### src/rtl/pipeline_pkg.sv
// Shared pipeline types: forwarding selects and MUL/DIV FSM encoding.
// Imported by the hazard controller and its forwarding unit.
package pipeline_pkg;

   localparam logic [1:0] FWD_REGFILE = 2'b00;
   localparam logic [1:0] FWD_EXMEM   = 2'b10;
   localparam logic [1:0] FWD_MEMWB   = 2'b01;

   typedef enum logic {
      RUN     = 1'b0,
      MD_BUSY = 1'b1
   } md_state_e;

endpackage

### src/rtl/hazard_controller_if.sv
// Pipeline-to-hazard-controller bundle.
// master = pipeline datapath, slave = hazard controller.
interface hazard_controller_if;

   logic [4:0]  ID_Rs;
   logic [4:0]  ID_Rt;
   logic        ID_UsesRs;
   logic        ID_UsesRt;
   logic        ID_MulDiv;
   logic        ID_UsesHiLo;
   logic        EX_MemRead;
   logic [4:0]  EX_WriteReg;
   logic [4:0]  EX_Rs;
   logic [4:0]  EX_Rt;
   logic        EX_BranchTaken;
   logic        MEM_RegWrite;
   logic [4:0]  MEM_WriteReg;
   logic        WB_RegWrite;
   logic [4:0]  WB_WriteReg;

   logic        PC_Write;
   logic        IFID_Write;
   logic        IFID_Flush;
   logic        IDEX_Bubble;
   logic [1:0]  ForwardA;
   logic [1:0]  ForwardB;
   logic        MulDivBusy;
   logic        MulDivDone;
   logic [31:0] StallCount;

   modport master (
      output ID_Rs, ID_Rt, ID_UsesRs, ID_UsesRt,
      output ID_MulDiv, ID_UsesHiLo,
      output EX_MemRead, EX_WriteReg, EX_Rs, EX_Rt,
      output EX_BranchTaken,
      output MEM_RegWrite, MEM_WriteReg,
      output WB_RegWrite, WB_WriteReg,
      input  PC_Write, IFID_Write, IFID_Flush, IDEX_Bubble,
      input  ForwardA, ForwardB,
      input  MulDivBusy, MulDivDone, StallCount
   );

   modport slave (
      input  ID_Rs, ID_Rt, ID_UsesRs, ID_UsesRt,
      input  ID_MulDiv, ID_UsesHiLo,
      input  EX_MemRead, EX_WriteReg, EX_Rs, EX_Rt,
      input  EX_BranchTaken,
      input  MEM_RegWrite, MEM_WriteReg,
      input  WB_RegWrite, WB_WriteReg,
      output PC_Write, IFID_Write, IFID_Flush, IDEX_Bubble,
      output ForwardA, ForwardB,
      output MulDivBusy, MulDivDone, StallCount
   );

endinterface

### src/rtl/forwarding_unit.sv
// EX operand bypass selection from EX/MEM and MEM/WB.
// Pure combinational; the younger EX/MEM result wins over MEM/WB.
module forwarding_unit
   import pipeline_pkg::*;
(
   input  logic [4:0] i_ex_rs,
   input  logic [4:0] i_ex_rt,
   input  logic       i_mem_regwrite,
   input  logic [4:0] i_mem_wreg,
   input  logic       i_wb_regwrite,
   input  logic [4:0] i_wb_wreg,
   output logic [1:0] o_fwd_a,
   output logic [1:0] o_fwd_b
);

   function automatic logic [1:0] sel_src(
      input logic [4:0] src,
      input logic       mem_we,
      input logic [4:0] mem_wr,
      input logic       wb_we,
      input logic [4:0] wb_wr
   );
      logic [1:0] sel;
      sel = FWD_REGFILE;
      // $zero is never bypassed, whatever the writers claim.
      if (src != 5'd0) begin
         if (mem_we && (mem_wr == src))
            sel = FWD_EXMEM;
         else if (wb_we && (wb_wr == src))
            sel = FWD_MEMWB;
      end
      return sel;
   endfunction

   always_comb begin
      o_fwd_a = sel_src(i_ex_rs, i_mem_regwrite, i_mem_wreg,
                        i_wb_regwrite, i_wb_wreg);
      o_fwd_b = sel_src(i_ex_rt, i_mem_regwrite, i_mem_wreg,
                        i_wb_regwrite, i_wb_wreg);
   end

endmodule

### src/rtl/hazard_controller.sv
// Pipeline sequencer: stall/flush control, EX forwarding,
// MUL/DIV busy window and saturating stall-cycle counter.
module hazard_controller
   import pipeline_pkg::*;
#(
   parameter int MULDIV_LATENCY = 32,
   parameter int CNT_W          = 6
)(
   input  logic                CLOCK,
   input  logic                RESET_N,
   hazard_controller_if.slave  hif
);

   md_state_e        r_state;
   md_state_e        w_state_nxt;
   logic [CNT_W-1:0] r_cnt;
   logic [CNT_W-1:0] w_cnt_nxt;
   logic             r_done;
   logic             w_done_nxt;
   logic [31:0]      r_stall_cnt;

   logic             w_lu;
   logic             w_md;
   logic             w_issue;
   logic             w_pc_write;
   logic             w_ifid_write;
   logic             w_ifid_flush;
   logic             w_idex_bubble;
   logic [1:0]       w_fwd_a;
   logic [1:0]       w_fwd_b;

   assign w_lu = hif.EX_MemRead
              && (hif.EX_WriteReg != 5'd0)
              && ((hif.ID_UsesRs && (hif.ID_Rs == hif.EX_WriteReg))
               || (hif.ID_UsesRt && (hif.ID_Rt == hif.EX_WriteReg)));

   assign w_md = (r_state == MD_BUSY)
              && (hif.ID_UsesHiLo || hif.ID_MulDiv);

   // A squashed or load-stalled MUL/DIV must not start the unit.
   assign w_issue = (r_state == RUN) && hif.ID_MulDiv
                 && !hif.EX_BranchTaken && !w_lu;

   always_comb begin
      w_pc_write    = 1'b1;
      w_ifid_write  = 1'b1;
      w_ifid_flush  = 1'b0;
      w_idex_bubble = 1'b0;
      priority case (1'b1)
         !RESET_N: begin
            w_pc_write    = 1'b0;
            w_ifid_write  = 1'b0;
            w_ifid_flush  = 1'b1;
            w_idex_bubble = 1'b1;
         end
         hif.EX_BranchTaken: begin
            w_ifid_flush  = 1'b1;
            w_idex_bubble = 1'b1;
         end
         (w_lu || w_md): begin
            w_pc_write    = 1'b0;
            w_ifid_write  = 1'b0;
            w_idex_bubble = 1'b1;
         end
         default: ;
      endcase
   end

   forwarding_unit u_fwd (
      .i_ex_rs        (hif.EX_Rs),
      .i_ex_rt        (hif.EX_Rt),
      .i_mem_regwrite (hif.MEM_RegWrite),
      .i_mem_wreg     (hif.MEM_WriteReg),
      .i_wb_regwrite  (hif.WB_RegWrite),
      .i_wb_wreg      (hif.WB_WriteReg),
      .o_fwd_a        (w_fwd_a),
      .o_fwd_b        (w_fwd_b)
   );

   always_comb begin
      w_state_nxt = r_state;
      w_cnt_nxt   = r_cnt;
      w_done_nxt  = 1'b0;
      unique case (r_state)
         RUN: begin
            if (w_issue) begin
               w_state_nxt = MD_BUSY;
               w_cnt_nxt   = CNT_W'(MULDIV_LATENCY - 1);
            end
         end
         MD_BUSY: begin
            // Branches do not abort: the op left ID already.
            if (r_cnt == '0) begin
               w_state_nxt = RUN;
               w_done_nxt  = 1'b1;
            end else begin
               w_cnt_nxt = r_cnt - CNT_W'(1);
            end
         end
      endcase
   end

   always_ff @(posedge CLOCK or negedge RESET_N) begin
      if (!RESET_N) begin
         r_state     <= RUN;
         r_cnt       <= '0;
         r_done      <= 1'b0;
         r_stall_cnt <= '0;
      end else begin
         r_state <= w_state_nxt;
         r_cnt   <= w_cnt_nxt;
         r_done  <= w_done_nxt;
         if (!w_pc_write && (r_stall_cnt != '1))
            r_stall_cnt <= r_stall_cnt + 32'd1;
      end
   end

   assign hif.PC_Write    = w_pc_write;
   assign hif.IFID_Write  = w_ifid_write;
   assign hif.IFID_Flush  = w_ifid_flush;
   assign hif.IDEX_Bubble = w_idex_bubble;
   assign hif.ForwardA    = RESET_N ? w_fwd_a : FWD_REGFILE;
   assign hif.ForwardB    = RESET_N ? w_fwd_b : FWD_REGFILE;
   assign hif.MulDivBusy  = (r_state == MD_BUSY);
   assign hif.MulDivDone  = r_done;
   assign hif.StallCount  = r_stall_cnt;

endmodule

### src/flat_wrapper.sv
// flat-port wrapper written by rule: the top's interface ports become plain ports
module hazard_controller_flat import pipeline_pkg::*;
#(
   parameter int MULDIV_LATENCY = 32,
   parameter int CNT_W          = 6
)
  (CLOCK, RESET_N, hif_ID_Rs, hif_ID_Rt, hif_ID_UsesRs, hif_ID_UsesRt, hif_ID_MulDiv, hif_ID_UsesHiLo, hif_EX_MemRead, hif_EX_WriteReg, hif_EX_Rs, hif_EX_Rt, hif_EX_BranchTaken, hif_MEM_RegWrite, hif_MEM_WriteReg, hif_WB_RegWrite, hif_WB_WriteReg, hif_PC_Write, hif_IFID_Write, hif_IFID_Flush, hif_IDEX_Bubble, hif_ForwardA, hif_ForwardB, hif_MulDivBusy, hif_MulDivDone, hif_StallCount);
  hazard_controller_if hif_i ();
  input  logic CLOCK;
  input  logic RESET_N;
  input wire logic [$bits(hif_i.ID_Rs)-1:0] hif_ID_Rs;
  input wire logic [$bits(hif_i.ID_Rt)-1:0] hif_ID_Rt;
  input wire logic [$bits(hif_i.ID_UsesRs)-1:0] hif_ID_UsesRs;
  input wire logic [$bits(hif_i.ID_UsesRt)-1:0] hif_ID_UsesRt;
  input wire logic [$bits(hif_i.ID_MulDiv)-1:0] hif_ID_MulDiv;
  input wire logic [$bits(hif_i.ID_UsesHiLo)-1:0] hif_ID_UsesHiLo;
  input wire logic [$bits(hif_i.EX_MemRead)-1:0] hif_EX_MemRead;
  input wire logic [$bits(hif_i.EX_WriteReg)-1:0] hif_EX_WriteReg;
  input wire logic [$bits(hif_i.EX_Rs)-1:0] hif_EX_Rs;
  input wire logic [$bits(hif_i.EX_Rt)-1:0] hif_EX_Rt;
  input wire logic [$bits(hif_i.EX_BranchTaken)-1:0] hif_EX_BranchTaken;
  input wire logic [$bits(hif_i.MEM_RegWrite)-1:0] hif_MEM_RegWrite;
  input wire logic [$bits(hif_i.MEM_WriteReg)-1:0] hif_MEM_WriteReg;
  input wire logic [$bits(hif_i.WB_RegWrite)-1:0] hif_WB_RegWrite;
  input wire logic [$bits(hif_i.WB_WriteReg)-1:0] hif_WB_WriteReg;
  output wire logic [$bits(hif_i.PC_Write)-1:0] hif_PC_Write;
  output wire logic [$bits(hif_i.IFID_Write)-1:0] hif_IFID_Write;
  output wire logic [$bits(hif_i.IFID_Flush)-1:0] hif_IFID_Flush;
  output wire logic [$bits(hif_i.IDEX_Bubble)-1:0] hif_IDEX_Bubble;
  output wire logic [$bits(hif_i.ForwardA)-1:0] hif_ForwardA;
  output wire logic [$bits(hif_i.ForwardB)-1:0] hif_ForwardB;
  output wire logic [$bits(hif_i.MulDivBusy)-1:0] hif_MulDivBusy;
  output wire logic [$bits(hif_i.MulDivDone)-1:0] hif_MulDivDone;
  output wire logic [$bits(hif_i.StallCount)-1:0] hif_StallCount;
  assign hif_i.ID_Rs = hif_ID_Rs;
  assign hif_i.ID_Rt = hif_ID_Rt;
  assign hif_i.ID_UsesRs = hif_ID_UsesRs;
  assign hif_i.ID_UsesRt = hif_ID_UsesRt;
  assign hif_i.ID_MulDiv = hif_ID_MulDiv;
  assign hif_i.ID_UsesHiLo = hif_ID_UsesHiLo;
  assign hif_i.EX_MemRead = hif_EX_MemRead;
  assign hif_i.EX_WriteReg = hif_EX_WriteReg;
  assign hif_i.EX_Rs = hif_EX_Rs;
  assign hif_i.EX_Rt = hif_EX_Rt;
  assign hif_i.EX_BranchTaken = hif_EX_BranchTaken;
  assign hif_i.MEM_RegWrite = hif_MEM_RegWrite;
  assign hif_i.MEM_WriteReg = hif_MEM_WriteReg;
  assign hif_i.WB_RegWrite = hif_WB_RegWrite;
  assign hif_i.WB_WriteReg = hif_WB_WriteReg;
  assign hif_PC_Write = hif_i.PC_Write;
  assign hif_IFID_Write = hif_i.IFID_Write;
  assign hif_IFID_Flush = hif_i.IFID_Flush;
  assign hif_IDEX_Bubble = hif_i.IDEX_Bubble;
  assign hif_ForwardA = hif_i.ForwardA;
  assign hif_ForwardB = hif_i.ForwardB;
  assign hif_MulDivBusy = hif_i.MulDivBusy;
  assign hif_MulDivDone = hif_i.MulDivDone;
  assign hif_StallCount = hif_i.StallCount;
  hazard_controller #(.MULDIV_LATENCY(MULDIV_LATENCY), .CNT_W(CNT_W)) u_core (.CLOCK(CLOCK), .RESET_N(RESET_N), .hif(hif_i));
endmodule
### config.mk
export PLATFORM = sky130hd
export DESIGN_NAME = hazard_controller_flat
export DESIGN_NICKNAME = d
export VERILOG_FILES = /design/src/rtl/pipeline_pkg.sv /design/src/rtl/hazard_controller_if.sv /design/src/rtl/forwarding_unit.sv /design/src/rtl/hazard_controller.sv /design/src/flat_wrapper.sv
export SDC_FILE = /design/constraint.sdc
export NUM_CORES = 1
export LEC_CHECK = 0
export ABC_CLOCK_PERIOD_IN_PS = 2110
export CELL_PAD_IN_SITES_DETAIL_PLACEMENT = 1
export CELL_PAD_IN_SITES_GLOBAL_PLACEMENT = 2
export CORE_UTILIZATION = 27
export CTS_BUF_LIST = sky130_fd_sc_hd__clkbuf_8
export DETAILED_ROUTE_END_ITERATION = 6
export PLACE_DENSITY_LB_ADDON = 0.1
export RECOVER_POWER = 50
export REMOVE_ABC_BUFFERS = 1
export SETUP_SLACK_MARGIN = 0.5
export SYNTH_ARGS = -nofsm -noshare
export SYNTH_HDL_FRONTEND = slang
export SYNTH_SLANG_ARGS = --single-unit
### constraint.sdc
create_clock -name CLOCK -period 2.11 [get_ports CLOCK]
set_input_delay 0.422 -clock CLOCK [delete_from_list [all_inputs] [get_ports CLOCK]]
set_output_delay 0.422 -clock CLOCK [all_outputs]
set_load 0.02 [all_outputs]
After elaboration in Yosys (flattened, before gate mapping)

Index checks and enable logic that the tools add are counted.

Output and inout port bits: 42
Bits in registers: 40

Bitwise logic cells: 1
Muxes and demuxes: 24
Add/sub/neg operators: 2
Reduce and logical (&&, ||, !) cells: 24
Equal/unequal tests: 9

Operators by type and width:

| cell                                             | count |
|---|---|
| adder 32 x 1 -> 32 bit, second input constant    | 1 |
| != test 32 bit, second input constant            | 1 |
| == test 5 bit                                    | 6 |
| nonzero test 5 bit                               | 3 |
| 2-to-1 mux 1 bit                                 | 14 |
| logical AND 1 bit                                | 13 |
| 2-to-1 mux 2 bit                                 | 6 |
| 2-to-1 mux 6 bit                                 | 2 |
| one-hot mux 6 bit (2 select lines)               | 1 |
| zero test 6 bit                                  | 1 |
| subtractor 6 x 1 -> 6 bit, second input constant | 1 |
| zero test 1 bit                                  | 3 |
| logical OR 1 bit                                 | 3 |
| != test 2 x 1 -> 1 bit, second input constant    | 1 |
| != test 2 bit, second input constant             | 1 |
| one-hot mux 1 bit (2 select lines)               | 1 |
| AND reduction 2 bit                              | 1 |
| NOT 1 bit                                        | 1 |

Logic depth before layout (Yosys ltp)

Gate-level depths: netlist (run 1).

Depth after elaboration: 10
Gate-level depth with buffers: 8

Hierarchy

Synthesis (run 1) repeated with hierarchy kept, for this count alone.

Cells, all modules: 251
Area total of the unflattened synthesis: 2511.2 um^2

By module, submodules not included:

| module            | sequential area each (um^2) | instances | area an instance (um^2) | cells each |
|---|---|---|---|---|
| hazard_controller | 1001.0                      | 1         | 2245.9                  | 215 |
| forwarding_unit   | 0.0                         | 1         | 265.3                   | 36 |

Worst setup path before layout (run 1)

OpenSTA, ideal clock, no wires.

Kind: flip-flop to flip-flop
Start: register u_core.r_stall_cnt[0] (netlist: u_core.hif.StallCount[0])
End: register u_core.r_stall_cnt[17] (netlist: u_core.hif.StallCount[17])
Library setup time: 0.133 ns
Arrival time: 1.868 ns
Cell stages (with the launch flop): 9
Period minus slack after synthesis: 2.001 ns
Required time: 1.977 ns
Path buffers: 1
Setup slack: 0.109 ns
Cells stage by stage: dfrtp_1 > ha_1 > and4_1 > nor4b_4 > nand3_2 > o211ai_2 > buf_6 > nor3_1 > xor2_1

Longest elaborated chain between the ends: 2
Elaborated cells between the ends (all ways): 3
Those cells by class: 1 x add/sub; 1 x eq/ne; 1 x reduce/logical

Ends and longest elaborated chain:

| element                                                        | line                     | text |
|---|---|---|
| start, declared                                                | hazard_controller.sv:20  | `logic [31:0] r_stall_cnt;` |
| start signal, assigned                                         | hazard_controller.sv:114 | `r_stall_cnt <= r_stall_cnt + 32'd1;` |
| branches (longest 2 deep; another with adder 32 x 1 -> 32 bit) | n/a                      |  |

Several ways; the timed one is not identified.
A chain may end at the register's enable or synchronous reset.

Final worst setup path (run 1)

Start: input port hif_ID_Rs[1]
End: output port hif_PC_Write

Longest elaborated chain between the ends: 8

Ends and longest elaborated chain:

| element                        | line                    | text |
|---|---|---|
| start, declared                | flat_wrapper.sv:11      | `input wire logic [$bits(hif_i.ID_Rs)-1:0] hif_ID_Rs;` |
| == test 5 bit                  | hazard_controller.sv:34 | `&& ((hif.ID_UsesRs && (hif.ID_Rs == hif.EX_WriteReg))` |
| logical AND 1 bit              | hazard_controller.sv:34 |  |
| logical OR 1 bit               | hazard_controller.sv:35 | `\|\| (hif.ID_UsesRt && (hif.ID_Rt == hif.EX_WriteReg)));` |
| logical AND 1 bit              | hazard_controller.sv:34 |  |
| logical OR 1 bit               | hazard_controller.sv:60 | `(w_lu \|\| w_md): begin` |
| 2-to-1 mux 1 bit (3 in series) | hazard_controller.sv:49 | `priority case (1'b1)` |
| end, declared                  | flat_wrapper.sv:26      | `output wire logic [$bits(hif_i.PC_Write)-1:0] hif_PC_Write;` |

No other way between the ends.

==> results of run 1 <==
where the power goes:
| group | switching [uW] | leakage (uW) | total [uW] | internal [uW] |
|---|---|---|---|---|
| clock | 284 | 0.0000507 | 511 | 227 |
| sequential | 119 | 0.000511 | 1010 | 889 |
| combinational | 646 | 0.00161 | 1400 | 759 |
sequential cells by signal, indices dropped and copies added (netlist names):
register,flops
u_core.hif.StallCount,32
u_core.hif.MulDivDone,1
u_core.hif.MulDivBusy,1
u_core.r_cnt,6
path summary, 6_finish.rpt:
path	slack, ns	to	cells after the start
max	0.09	hif_PC_Write	8
min reg2reg	0.48	u_core.hif.StallCount[15]$_DFFE_PN0P_	1
max in group asynchronous	0.91	u_core.r_cnt[5]$_DFFE_PN0P_	3
min	0.48	u_core.hif.StallCount[15]$_DFFE_PN0P_	1
min in group asynchronous	0.66	u_core.hif.StallCount[27]$_DFFE_PN0P_	2
max reg2reg	0.16	u_core.hif.StallCount[13]$_DFFE_PN0P_	8
repair_timing:
action | 4_1_cts | 5_1_grt
pin swaps | 57 | 49
resized for setup | 297 | 65
cloned | 1 | 1
setup endpoints to repair | 81 | 55
buffers inserted | 14 | 7
logic make-up (layout without fill, tap and decap cells):
family	after synthesis	after routing	share of synthesized area
adder cells (fa/ha/maj)	2	2	0.0104
AND/OR/NAND/NOR	115	115	0.269
flip-flops	40	40	0.416
XOR/XNOR	64	64	0.233
AO/OA/AOI/OAI	10	11	0.0359
buffers and inverters	12	179	0.0265
multiplexers	2	2	0.00936
layout make-up:
cell class	count	area (sq um)
Clock inverter	3	16.3
Timing Repair Buffer	162	1420
Clock buffer	5	68.8
Tap cell	108	135
Inverter	9	33.8
Fill cell	1002	4160
Multi-Input combinational cell	194	1840
Sequential cell	40	1000
layer usage:
metal | vias up | track usage
met3 | 10 | 0.0274
met5 | - | 0
met4 | 0 | 0.0502
met1 | 1225 | 0.248
met2 | 39 | 0.325
li1 | 1189 | -
worst max-delay path, cell delays in order:
cell,delay [ns]
buf_6,0.10
xnor2_2,0.14
nand4_1,0.13
o22ai_1,0.32
buf_4,0.19
a21oi_4,0.05
buf_6,0.13
buf_6,0.12
per-stage QoR:
| stage | cells | util |
|---|---|---|
| floorplan | 242 | - |
| global placement | 490 | 0.436 |
| detailed placement | 490 | 0.436 |
| CTS | 513 | 0.486 |
| global route | 521 | 0.521 |
| finish | 521 | 0.521 |
cell usage after synthesis (all sizes together):
| cell | number |
|---|---|
| or3 | 1 |
| nor2b | 1 |
| dfrtp | 40 |
| o22ai | 1 |
| nand4 | 13 |
| and2 | 3 |
| o211ai | 1 |
| nand2b | 4 |
| and3b | 2 |
| nor4b | 1 |
| xor2 | 22 |
| or2 | 1 |
| nand2 | 26 |
| inv | 9 |
| a21oi | 2 |
| nand4b | 1 |
| buf | 3 |
| nor3 | 13 |
| xnor2 | 42 |
| nand3b | 1 |
| nor2 | 9 |
| or4 | 3 |
| o211a | 1 |
| and3 | 3 |
| o21ai | 2 |
| ha | 2 |
| nor4 | 12 |
| a31o | 1 |
| a31oi | 1 |
| mux2 | 2 |
| o41ai | 1 |
| nand3 | 18 |
| and4 | 3 |
==> results.json, run 1 <==
{
  "status": "finished clean",
  "cts_made_buffers": 5,
  "hold_buffers": 0,
  "met1Wirelength_um": 3580,
  "clock_sink_count": 40,
  "hold_start": "u_core.hif.StallCount[15]$_DFFE_PN0P_",
  "clk_latency_ns": 0.30,
  "yosysTopAreaCellShare": 0.416,
  "fin_nets": 459,
  "finalSetupTns_ns": 0,
  "skew_ns": 0.0167,
  "drv_slew": 0,
  "postLayoutCellArea_sq_um": 4520,
  "hold_class": "reg2reg",
  "drt_pass1_iterations": 4,
  "worstPathRequired_ns": 1.69,
  "hold_viol": 0,
  "netlist.top_cell.by_area": "dfrtp_1",
  "initialDrtViolationCount": 41,
  "n_antenna_cell": 0,
  "grtUsageTotal": 0.189,
  "power_density_nw_per_um2": 647,
  "drt-vias-per-instance": 4.73,
  "vias": 2463,
  "drtAntennaViolNets": 0,
  "cts_tree": "built",
  "first_global_vias": 2619,
  "fp.coreArea_sq_um": 8680,
  "finalCritPeriodShare": 0.958,
  "p_total_uw": 2920,
  "yosys_register_bits": 40,
  "rsz0062_at_grt": "yes",
  "start_kind": "input pin",
  "fin_crit_ns": 2.02,
  "drive_gt1_frac": 0.479,
  "top_layer_used": "met4",
  "setup_viol": 0,
  "post_drt_wl_per_cell_um": 15.8,
  "tightest_slew_ns": 0.764,
  "gp_congestion": 0.745,
  "hold_slack_ns": 0.483,
  "leakage_uw": 0.00217,
  "yosysSeqAreaShare": 0.416,
  "dpl_cell_area_sq_um": 3780,
  "drc_errors": 0,
  "antenna_found_initial": 0,
  "grt_pass1_wl_um": 13200,
  "routed_wl_um": 8240,
  "most-common-layout-cells": "buf_4, dfrtp_1, buf_6, dlygate4sd2_1, xnor2_1",
  "cp_max_fo": 3,
  "ctsRootBufferMaster": "clkbuf_8",
  "irDropWorstVdd_uv": 466,
  "overflow": 0,
  "cts.htree.levels": 2,
  "yosys_warnings": 0,
  "fmax_mhz": 495,
  "synthTopCellsByArea": "dfrtp_1, xnor2_1, xor2_1, nand2_1, nand3_1",
  "io_pins": 87,
  "die_area_sq_um": 9290,
  "grt_max_degree": 30,
  "area_growth_pct": 87.8,
  "clockBufferDepth": 2,
  "avgSynthCellArea_sq_um": 9.82,
  "timing.rr.start": "u_core.hif.StallCount[0]$_DFFE_PN0P_",
  "syn_inst": 245,
  "fin_ws_ns": 0.0879,
  "path_class": "in2out",
  "endpoint_kind": "output port",
  "cp_data_arrival_time_ns": 1.60,
  "die_x_um": 96.4,
  "final_common_cell": "buf_4",
  "max-cap-violations": 0,
  "relSlewSlack": 0.491,
  "std_cell_rows": 34,
  "dp_hpwl_um": 5900,
  "pre_cts_slack_ns": -0.728,
  "wl_met2_um": 4360,
  "synth.distinct_cells": 37,
  "synth_area_sq_um": 2410,
  "dr_wl_met3_um": 207,
  "crit_start": "hif_ID_Rs[1]",
  "initial_core_util": 0.277,
  "die_h_um": 96.4,
  "clk_pin_slew_ns": 0.07,
  "port_buffers": 86
}
Note: power is estimated with default switching activity, not from simulation.
==> inputs of run 2 (changes only) <==
- CORE_UTILIZATION: 27 -> 26
- CTS_BUF_LIST: sky130_fd_sc_hd__clkbuf_8 -> not set
==> run 2 against run 1 <==
- die area increased by 3.8%
- critical path depth shrank 2
- non-clock buffer count rose by 5
- first-iteration DRC count is 51% lower
- utilization increased by 0.53 points
- wire length grew 4.4%
- clock skew fell by 0.0046 ns
- global-route usage shrank 1.2 points
- sequential power hardly changed
- clock-buffer cell count grew 1
- power up 3.6%
- combinational power shrank 5%
- largest power group unchanged
==> results.json, run 2 (synthesized netlist as in run 1, its figures left out) <==
{
  "status": "finished clean",
  "rsz0062_at_grt": "yes",
  "final_common_cell": "buf_4",
  "most-common-layout-cells": "buf_4, dfrtp_1, buf_6, dlygate4sd2_1, xnor2_1",
  "drv_slew": 0,
  "fin_crit_ns": 2.00,
  "tightest_slew_ns": 1.10,
  "cp_data_arrival_time_ns": 1.58,
  "die_x_um": 98.2,
  "gr-max-usage-layer": "met2",
  "max-cap-violations": 0,
  "grt_max_degree": 20,
  "path_cells": "buf_8, buf_6, or4_4, nor2_4, and3b_1, buf_6",
  "first_global_vias": 2737,
  "power_density_nw_per_um2": 651,
  "dp_hpwl_um": 6080,
  "clock_sink_count": 40,
  "initialDrtViolationCount": 20,
  "fin_nets": 464,
  "overflow": 0,
  "fmax_mhz": 499,
  "antenna_found_initial": 0,
  "pwr-share-seq": 0.334,
  "p_total_uw": 3030,
  "crit_path_top_delay_cell": "or4_4",
  "leakage_uw": 0.00221,
  "grt_use_met1": 0.216,
  "met3_usage": 0.0272,
  "grt_pass1_wl_um": 13500,
  "drive_gt1_frac": 0.531,
  "n_antenna_cell": 0,
  "drtAntennaViolNets": 0,
  "cts_made_buffers": 5,
  "std_cell_rows": 34,
  "start_kind": "input pin",
  "clockBufferDepth": 2,
  "stdcell_count": 526,
  "pwr-share-clk": 0.226,
  "die_area_sq_um": 9640,
  "utilization": 0.526,
  "port_buffers": 86,
  "drt-vias-per-instance": 4.76,
  "fp.coreArea_sq_um": 8850,
  "finalCritPeriodShare": 0.949,
  "hold_buffers": 0,
  "ff2ff_setup_slack_ns": 0.13,
  "drc_errors": 0,
  "gp_congestion": 0.772,
  "vias": 2504,
  "cp_max_fo": 2,
  "max_stage_delay_ns": 0.52,
  "clk_latency_ns": 0.30,
  "endpoint_kind": "output port",
  "relSlewSlack": 0.266,
  "hold_class": "in2async",
  "routed_wl_um": 8600,
  "post_drt_wl_per_cell_um": 16.4,
  "setup_viol": 0,
  "worstPathRequired_ns": 1.69,
  "timing.rr.start": "u_core.hif.StallCount[1]$_DFFE_PN0P_",
  "grtUsageTotal": 0.176,
  "hold_viol": 0,
  "crit_family": "simple AND/OR/NAND/NOR gates",
  "drt_pass1_iterations": 6,
  "cts.htree.levels": 2,
  "reg2reg_depth": 8,
  "grtUsageMet2": 0.329,
  "sw_frac_of_total": 0.344,
  "path_class": "in2out",
  "crit_buf_inv": 3,
  "dp.cells": 497,
  "ctsRootBufferMaster": "clkbuf_8",
  "skew_ns": 0.0121,
  "irDropWorstVdd_uv": 572,
  "die_h_um": 98.2,
  "largest_reg_flops": 32,
  "area_growth_pct": 93.4,
  "cts_tree": "built",
  "io_pins": 87,
  "initial_core_util": 0.272,
  "r2r_end": "u_core.hif.StallCount[15]$_DFFE_PN0P_",
  "power.switching_uw": 1040,
  "power.internal_uw": 1990,
  "clk_pin_slew_ns": 0.08,
  "cpMostUsedCell": "buf_6",
  "hold_slack_ns": 0.203,
  "p_comb_frac": 0.440
}
-- run 2: stage by stage --
| stage | TNS [ns] | setup slack, ns | instance area, sq um |
|---|---|---|---|
| CTS | 0 | 0.0971 | 4370 |
| global route | 0 | 0.0427 | 4650 |
| finish | 0 | 0.107 | 4650 |
| floorplan | -0.0645 | -0.0645 | 2380 |
| global placement | -14.56 | -0.744 | 3840 |
| detailed placement | -15.66 | -0.755 | 3840 |
-- run 2: power groups by stage --
stage	combinational [uW]	sequential [uW]	clock, uW
finish	1330	1010	686
global route	1450	1030	732
CTS	1160	989	703
detailed placement	1030	995	0
global placement	1010	991	0
floorplan	365	1100	0
-- run 2: layout make-up --
class | count | area (sq um)
Clock buffer | 6 | 82.6
Clock inverter | 2 | 38.8
Fill cell | 982 | 4200
Inverter | 9 | 33.8
Multi-Input combinational cell | 194 | 1950
Sequential cell | 40 | 1000
Tap cell | 108 | 135
Timing Repair Buffer | 167 | 1410
-- run 2: layer usage --
layer / vias up / part of all wire
met1: 1261 / 0.42
met2: 39 / 0.55
met5: - / 0
met4: 0 / 0.0045
li1: 1200 / -
met3: 4 / 0.022
-- run 2: worst max-delay path by stage --
stage	startpoint	slack, ns	cells after the start	to
after floorplan	hif_EX_WriteReg[1]	-0.06	5	u_core.hif.StallCount[28]$_DFFE_PN0P_
after global placement	hif_EX_Rs[2]	-0.74	6	hif_ForwardA[1]
after detailed placement	hif_EX_Rs[2]	-0.75	6	hif_ForwardA[1]
after CTS	hif_EX_Rt[4]	0.1	6	hif_ForwardB[1]
after global routing	u_core.hif.StallCount[5]$_DFFE_PN0P_	0.04	7	u_core.hif.StallCount[17]$_DFFE_PN0P_
final	hif_EX_Rt[4]	0.11	6	hif_ForwardB[1]
-- run 2: repair_timing --
| action | in CTS | in global routing |
|---|---|---|
| endpoints found under the setup margin | 81 | 64 |
| setup buffers | 11 | 8 |
| gates cloned | 2 | 0 |
| endpoints found under the hold margin | 0 | 0 |
| gates resized for setup | 305 | 81 |
| pin swaps | 69 | 40 |
-- run 2: worst register-to-register path, stage by stage (launching register included) --
cell and delay (ns):
dfrtp_1 0.37, ha_2 0.19, and4_4 0.21, nor4b_4 0.28
nand3_2 0.20, o211ai_4 0.21, buf_6 0.18, nor3_1 0.06
xor2_1 0.16
